--- src/rtl/hamm_pkg.sv ---
// Shared definitions for the Hamming(7,4) serial receive path.
// Holds the receive FSM state type, the codeword length and the default
// statistics counter width used by hamm_rx_deser and hamm_fifo.
package hamm_pkg;

  // Number of data bits in a frame (one Hamming(7,4) codeword)
  localparam int unsigned FRAME_LEN = 7;

  // Default width of the frame/drop statistics counters
  localparam int unsigned CNT_W_DEF = 8;

  // Receive FSM: waiting for start bit, shifting data, sampling stop bit
  typedef enum logic [1:0] {
    ST_IDLE = 2'd0,
    ST_DATA = 2'd1,
    ST_STOP = 2'd2
  } rx_state_e;

endpackage

--- src/rtl/hamm_rx_deser_if.sv ---
// Codeword stream from the deserializer to the downstream corrector.
//   d_hamm  : head-of-FIFO codeword
//   d_valid : d_hamm holds a valid codeword
//   d_ready : consumer accepts; a pop occurs when d_valid && d_ready
// master = producer (deserializer), slave = consumer (corrector).
interface hamm_rx_deser_if;
  import hamm_pkg::*;

  logic [FRAME_LEN-1:0] d_hamm;
  logic                 d_valid;
  logic                 d_ready;

  modport master (output d_hamm, output d_valid, input  d_ready);
  modport slave  (input  d_hamm, input  d_valid, output d_ready);

endinterface

--- src/rtl/hamm_fifo.sv ---
// Small codeword FIFO, DEPTH x FRAME_LEN bits.
//   clk, rst   : rising-edge clock, synchronous active-high reset
//   push       : write push_data this cycle (caller guarantees space,
//                which includes "full but popping in the same cycle")
//   push_data  : codeword to store
//   full       : no free entry
//   rd_valid   : head entry valid
//   rd_ready   : consumer accepts head; pop = rd_valid && rd_ready
//   rd_data    : head entry, zero when empty
module hamm_fifo
  import hamm_pkg::*;
#(
  parameter int unsigned DEPTH = 2
) (
  input  logic                 clk,
  input  logic                 rst,
  input  logic                 push,
  input  logic [FRAME_LEN-1:0] push_data,
  output logic                 full,
  output logic                 rd_valid,
  input  logic                 rd_ready,
  output logic [FRAME_LEN-1:0] rd_data
);

  localparam int unsigned AW = (DEPTH > 1) ? $clog2(DEPTH) : 1;

  logic [FRAME_LEN-1:0] mem_q [DEPTH];
  logic [FRAME_LEN-1:0] mem_d [DEPTH];
  logic [AW-1:0]        wr_ptr_q, wr_ptr_d;
  logic [AW-1:0]        rd_ptr_q, rd_ptr_d;
  logic [AW:0]          count_q,  count_d;
  logic                 pop;

  assign rd_valid = (count_q != '0);
  assign full     = (count_q == (AW+1)'(DEPTH));
  assign pop      = rd_valid && rd_ready;
  // Gated so the output reads zero whenever nothing is held
  assign rd_data  = rd_valid ? mem_q[rd_ptr_q] : '0;

  always_comb begin
    mem_d    = mem_q;
    wr_ptr_d = wr_ptr_q;
    rd_ptr_d = rd_ptr_q;
    count_d  = count_q;
    if (push) begin
      mem_d[wr_ptr_q] = push_data;
      wr_ptr_d        = wr_ptr_q + AW'(1);
    end
    if (pop) begin
      rd_ptr_d = rd_ptr_q + AW'(1);
    end
    // Pointers wrap naturally because DEPTH is a power of two
    unique case ({push, pop})
      2'b10:   count_d = count_q + (AW+1)'(1);
      2'b01:   count_d = count_q - (AW+1)'(1);
      default: count_d = count_q;
    endcase
  end

  always_ff @(posedge clk) begin
    if (rst) begin
      mem_q    <= '{default: '0};
      wr_ptr_q <= '0;
      rd_ptr_q <= '0;
      count_q  <= '0;
    end else begin
      mem_q    <= mem_d;
      wr_ptr_q <= wr_ptr_d;
      rd_ptr_q <= rd_ptr_d;
      count_q  <= count_d;
    end
  end

endmodule

--- src/rtl/hamm_rx_deser.sv ---
// Serial receiver for Hamming(7,4) codewords.
// Frame: start bit 0, 7 data bits LSB first, stop bit 1; rx_in is only
// sampled on bit_en strobes. Good frames go into a small FIFO feeding the
// downstream corrector; codewords are passed through unmodified.
//   clk, rst   : rising-edge clock, synchronous active-high reset
//   bit_en     : bit-time strobe
//   rx_in      : serial line, idles high
//   dout       : codeword stream (d_hamm / d_valid / d_ready)
//   frm_err    : one-cycle pulse on a bad stop bit
//   ovr_err    : sticky, set when a frame is dropped on a full FIFO
//   err_clr    : clears ovr_err (a simultaneous overrun wins)
//   frame_cnt  : frames pushed, saturating
//   drop_cnt   : frames dropped (framing or overrun), saturating
module hamm_rx_deser
  import hamm_pkg::*;
#(
  parameter int unsigned DEPTH = 2,
  parameter int unsigned CNT_W = CNT_W_DEF
) (
  input  logic              clk,
  input  logic              rst,
  input  logic              bit_en,
  input  logic              rx_in,
  hamm_rx_deser_if.master   dout,
  output logic              frm_err,
  output logic              ovr_err,
  input  logic              err_clr,
  output logic [CNT_W-1:0]  frame_cnt,
  output logic [CNT_W-1:0]  drop_cnt
);

  rx_state_e            state_q, state_d;
  logic [2:0]           idx_q, idx_d;
  logic [FRAME_LEN-1:0] shift_q, shift_d;
  logic                 frm_err_q, frm_err_d;
  logic                 ovr_err_q, ovr_err_d;
  logic [CNT_W-1:0]     frame_cnt_q, frame_cnt_d;
  logic [CNT_W-1:0]     drop_cnt_q, drop_cnt_d;

  logic push, drop_frm, drop_ovr;
  logic fifo_full, pop, space;

  assign pop   = dout.d_valid && dout.d_ready;
  // A full FIFO still has room if its head leaves in the same cycle
  assign space = !fifo_full || pop;

  hamm_fifo #(
    .DEPTH (DEPTH)
  ) u_fifo (
    .clk       (clk),
    .rst       (rst),
    .push      (push),
    .push_data (shift_q),
    .full      (fifo_full),
    .rd_valid  (dout.d_valid),
    .rd_ready  (dout.d_ready),
    .rd_data   (dout.d_hamm)
  );

  always_comb begin
    state_d  = state_q;
    idx_d    = idx_q;
    shift_d  = shift_q;
    push     = 1'b0;
    drop_frm = 1'b0;
    drop_ovr = 1'b0;

    if (bit_en) begin
      unique case (state_q)
        ST_IDLE: begin
          if (!rx_in) begin
            state_d = ST_DATA;
            idx_d   = '0;
          end
        end
        ST_DATA: begin
          shift_d[idx_q] = rx_in;
          if (idx_q == 3'(FRAME_LEN - 1)) begin
            state_d = ST_STOP;
          end else begin
            idx_d = idx_q + 3'd1;
          end
        end
        ST_STOP: begin
          state_d = ST_IDLE;
          if (!rx_in) begin
            drop_frm = 1'b1;
          end else if (space) begin
            push = 1'b1;
          end else begin
            drop_ovr = 1'b1;
          end
        end
        default: state_d = ST_IDLE;
      endcase
    end
  end

  always_comb begin
    frm_err_d   = drop_frm;
    ovr_err_d   = ovr_err_q;
    frame_cnt_d = frame_cnt_q;
    drop_cnt_d  = drop_cnt_q;
    if (err_clr) begin
      ovr_err_d = 1'b0;
    end
    if (drop_ovr) begin
      ovr_err_d = 1'b1;
    end
    if (push && (frame_cnt_q != '1)) begin
      frame_cnt_d = frame_cnt_q + CNT_W'(1);
    end
    if ((drop_frm || drop_ovr) && (drop_cnt_q != '1)) begin
      drop_cnt_d = drop_cnt_q + CNT_W'(1);
    end
  end

  always_ff @(posedge clk) begin
    if (rst) begin
      state_q     <= ST_IDLE;
      idx_q       <= '0;
      shift_q     <= '0;
      frm_err_q   <= 1'b0;
      ovr_err_q   <= 1'b0;
      frame_cnt_q <= '0;
      drop_cnt_q  <= '0;
    end else begin
      state_q     <= state_d;
      idx_q       <= idx_d;
      shift_q     <= shift_d;
      frm_err_q   <= frm_err_d;
      ovr_err_q   <= ovr_err_d;
      frame_cnt_q <= frame_cnt_d;
      drop_cnt_q  <= drop_cnt_d;
    end
  end

  assign frm_err   = frm_err_q;
  assign ovr_err   = ovr_err_q;
  assign frame_cnt = frame_cnt_q;
  assign drop_cnt  = drop_cnt_q;

endmodule

--- src/flat_wrapper.sv ---
// flat-port wrapper written by rule: the top's interface ports become plain ports
module hamm_rx_deser_flat import hamm_pkg::*;
#(
  parameter int unsigned DEPTH = 2,
  parameter int unsigned CNT_W = CNT_W_DEF
)
  (clk, rst, bit_en, rx_in, frm_err, ovr_err, err_clr, frame_cnt, drop_cnt, dout_d_hamm, dout_d_valid, dout_d_ready);
  hamm_rx_deser_if dout_i ();
  input  logic clk;
  input  logic rst;
  input  logic bit_en;
  input  logic rx_in;
  output logic frm_err;
  output logic ovr_err;
  input  logic err_clr;
  output logic [CNT_W-1:0] frame_cnt;
  output logic [CNT_W-1:0] drop_cnt;
  output wire logic [$bits(dout_i.d_hamm)-1:0] dout_d_hamm;
  output wire logic [$bits(dout_i.d_valid)-1:0] dout_d_valid;
  input wire logic [$bits(dout_i.d_ready)-1:0] dout_d_ready;
  assign dout_d_hamm = dout_i.d_hamm;
  assign dout_d_valid = dout_i.d_valid;
  assign dout_i.d_ready = dout_d_ready;
  hamm_rx_deser #(.DEPTH(DEPTH), .CNT_W(CNT_W)) u_core (.clk(clk), .rst(rst), .bit_en(bit_en), .rx_in(rx_in), .dout(dout_i), .frm_err(frm_err), .ovr_err(ovr_err), .err_clr(err_clr), .frame_cnt(frame_cnt), .drop_cnt(drop_cnt));
endmodule
--- config.mk ---
export PLATFORM = sky130hd
export DESIGN_NAME = hamm_rx_deser_flat
export DESIGN_NICKNAME = d
export VERILOG_FILES = /design/src/rtl/hamm_pkg.sv /design/src/rtl/hamm_rx_deser_if.sv /design/src/rtl/hamm_fifo.sv /design/src/rtl/hamm_rx_deser.sv /design/src/flat_wrapper.sv
export SDC_FILE = /design/constraint.sdc
export NUM_CORES = 1
export LEC_CHECK = 0
export CORE_ASPECT_RATIO = 0.7
export CORE_MARGIN = 4
export CORE_UTILIZATION = 52
export CTS_BUF_LIST = sky130_fd_sc_hd__clkbuf_4
export CTS_CLUSTER_DIAMETER = 30
export DETAILED_ROUTE_END_ITERATION = 10
export HOLD_SLACK_MARGIN = 0.15
export PLACE_DENSITY = 0.77
export SYNTH_ARGS = -nofsm -noshare
export SYNTH_HDL_FRONTEND = slang
export SYNTH_SLANG_ARGS = --single-unit
--- constraint.sdc ---
create_clock -name clk -period 3 [get_ports clk]
set_input_delay 0.6 -clock clk [delete_from_list [all_inputs] [get_ports clk]]
set_output_delay 0.6 -clock clk [all_outputs]
set_load 0.01 [all_outputs]
==> flow_metrics.tcl <==
set metrics [dict create \
    drt-initial-drc-count 79 \
    leakage_nw 0.921 \
    port_buffers 31 \
    mostFrequentLayoutCells "dfxtp_1 (48), nor2_1 (35), clkdlybuf4s50_1 (31), a21oi_1 (23), mux2i_1 (22)" \
    fin_ws_ns 0.543 \
    antenna_found_initial 0 \
    fillers 355 \
    drv_slew 0 \
    fin_worst_skew_ns 0.0108 \
    rows 19 \
    cts_buffers 5 \
    min_path_type "flop to flop" \
    grt_usage_pct 17.6 \
    ys.warnings.count 0 \
    dp_slack_ns 0.340 \
    layout.nets 294 \
    ys_seq_area_share_pct 42.7 \
    viasPerCell 5.60 \
    cts_buffer_depth 2 \
    finalWirelength_um 4530 \
    path_class "flop to output pin" \
    synth_area_um2 2250 \
    critPathArrivalTime_ns 1.86 \
    core_area_um2 4040 \
    min_period_ns 2.46 \
    p_sw_share_pct 24.0 \
    fp.dieW_um 86.6 \
    p_clk_share_pct 30.4 \
    critPathCaptureType "output pin" \
    clkSinkCount 48 \
    gr-usage-met2_pct 24.9 \
    worstPathRequired_ns 2.40 \
    dp_cells 328 \
    die_y_um 63.0 \
    grt-busiest-layer "met1" \
    cts_setup_buffers 0 \
    synth_edf_count 0 \
    synth_cells 256 \
    p_switching_w 0.000236 \
    ys.flop_type "dfxtp_1" \
    ys_ff_latch 48 \
    io_pins 32 \
    power_frac_comb_pct 4.0 \
    synth_cell_types 42 \
    drive_above_1_share_pct 5.99 \
    insertion_delay_ns 0.37 \
    ant_nets 0 \
    cts_tree "built" \
    power_w 0.000985 \
    worst_setup_path_start_kind "flop" \
    antennaDiodeCount 0 \
    hpwl_um 3240 \
    path_clk_slew_ns 0.14 \
    cellPowerDensity_nw_per_um2 372 \
    final_common_cell "dfxtp_1" \
    fin_crit_sh_pct 81.9 \
    seqPwrFrac_pct 65.6 \
    rsz0062_at_grt "no" \
    gp_congestion 0.774 \
    grt_pass1_vias 1686 \
    wl_per_cell_um 13.5 \
    outcome "complete, no violations" \
    hold_viol 0 \
    cts-root-buf "clkbuf_4" \
    drtPass1Iterations 4 \
    use_met1_pct 26.0 \
    setup_viol 0 \
    drc 0 \
    worst_slew_pin_slew_ns 0.786 \
    postCtsHoldBufs 0 \
    instances_no_fill 336 \
    drv_cap 0 \
    cp_max_fo 9 \
    htreeDepth 2 \
    max-vdd-ir-drop_v 0.000248 \
    ctsResizeCount 0 \
    fmaxAchievable_ghz 0.407 \
    setup_tns_ns 0 \
    use_met3_pct 3.95 \
    async_flop_share_pct 0 \
    grt_overflow 0 \
    synth_nets 267 \
    dr_total_vias 1880 \
    grt_start_max_net_pins 27 \
    avgSynthCellArea_um2 8.79 \
    max-slew-margin-rel_pct 47.3 \
    grt_pass1_wl_um 7780 \
    area_delta_synth_final_pct 17.6 \
    dieArea_um2 5460 \
    initial_core_util_pct 55.7 \
    p_int_w 0.000749 \
]
-- power by group through the flow --
| stage | Combinational, W | Clock, W | Sequential (W) |
|---|---|---|---|
| final | 0.0000397 | 0.000299 | 0.000646 |
| after global routing | 0.0000454 | 0.000332 | 0.000648 |
| after CTS | 0.0000400 | 0.000308 | 0.000646 |
| after detailed placement | 0.0000400 | 0 | 0.000660 |
| after global placement | 0.0000398 | 0 | 0.000660 |
| after floorplan | 0.0000274 | 0 | 0.000656 |
-- stage by stage --
stage / area [µm²] / hold WS [ns] / utilization (%)
floorplan: 2250 / 0.444 / -
global placement: 2590 / 0.462 / 64.1
detailed placement: 2590 / 0.467 / 64.1
CTS: 2650 / 0.486 / 65.5
global route: 2650 / 0.509 / 65.5
finish: 2650 / 0.483 / 65.5
-- routing by layer --
metal,share of wire [%],vias to the layer above,wire (µm)
li1,-,962,-
met2,41,36,1850
met5,0,-,0
met4,1.4,0,63
met1,53,875,2400
met3,4.7,7,214
-- final timing paths --
kind | startpoint | end | slack, ns | depth (start not counted)
min reg2reg | u_core.u_fifo.mem_q[8] | u_core.u_fifo.mem_q[8] | 0.48 | 2
max reg2reg | u_core.u_fifo.count_q[0] | u_core.drop_cnt[5] | 1.00 | 4
max | u_core.u_fifo.count_q[0] | dout_d_hamm[6] | 0.54 | 3
min | u_core.u_fifo.mem_q[8] | u_core.u_fifo.mem_q[8] | 0.48 | 2
-- sequential cells by signal, indices dropped and copies added (netlist names) --
register,flops
u_core.idx_q,3
u_core.drop_cnt,8
u_core.shift_q,7
u_core.u_fifo.rd_ptr_q,1
u_core.ovr_err,1
u_core.u_fifo.mem_q,14
u_core.u_fifo.wr_ptr_q,1
u_core.state_q,2
u_core.frm_err,1
u_core.u_fifo.count_q,2
u_core.frame_cnt,8
-- layout make-up --
| cell class | count | area [µm²] | share of cell area (%) |
|---|---|---|---|
| multi-input cells | 189 | 1200 | 45.5 |
| flip-flops and latches | 48 | 961 | 36.3 |
| repair buffers | 36 | 348 | 13.1 |
| well taps | 52 | 65.1 | 2.46 |
| clock buffers | 5 | 37.5 | 1.42 |
| clock inverters | 3 | 18.8 | 0.709 |
| inverters | 3 | 11.3 | 0.426 |
-- synth_stat cells (3+ instances only) --
cell type / n / area share (%)
nand3_1: 12 / 2.7
nand4_1: 3 / 0.83
nor2_1: 35 / 5.8
nand2_1: 14 / 2.3
o21ai_0: 11 / 2.4
xor2_1: 5 / 1.9
o31ai_1: 6 / 2.0
nand3b_1: 4 / 1.3
buf_2: 3 / 0.67
inv_1: 3 / 0.50
dfxtp_1: 48 / 43
nand2b_1: 3 / 0.83
nor2b_1: 5 / 1.4
nor3b_1: 8 / 2.7
or3_1: 5 / 1.4
or4_1: 6 / 2.0
clkbuf_1: 10 / 1.7
a21oi_1: 23 / 5.1
ha_1: 5 / 2.8
mux2i_1: 22 / 9.8
-- critical path: stages, from the launching register on --
cell             delay, ns
dfxtp_1               0.39
nor2_1                0.48
nor2_1                0.11
clkdlybuf4s50_1       0.51
-- cell families (layout without fill, tap and decap cells) --
| group | after synthesis | after routing | synth area share, % |
|---|---|---|---|
| and+or+nand+nor | 105 | 105 | 24.9 |
| AOI/OAI and AO/OA | 49 | 49 | 12.8 |
| DFF | 48 | 48 | 42.7 |
| muxes | 23 | 23 | 10.3 |
| buffers and inverters | 19 | 47 | 3.73 |
| xor gates and xnor gates | 7 | 7 | 2.73 |
| adders and majority gates | 5 | 5 | 2.78 |
(Power assumes the default switching activity.)
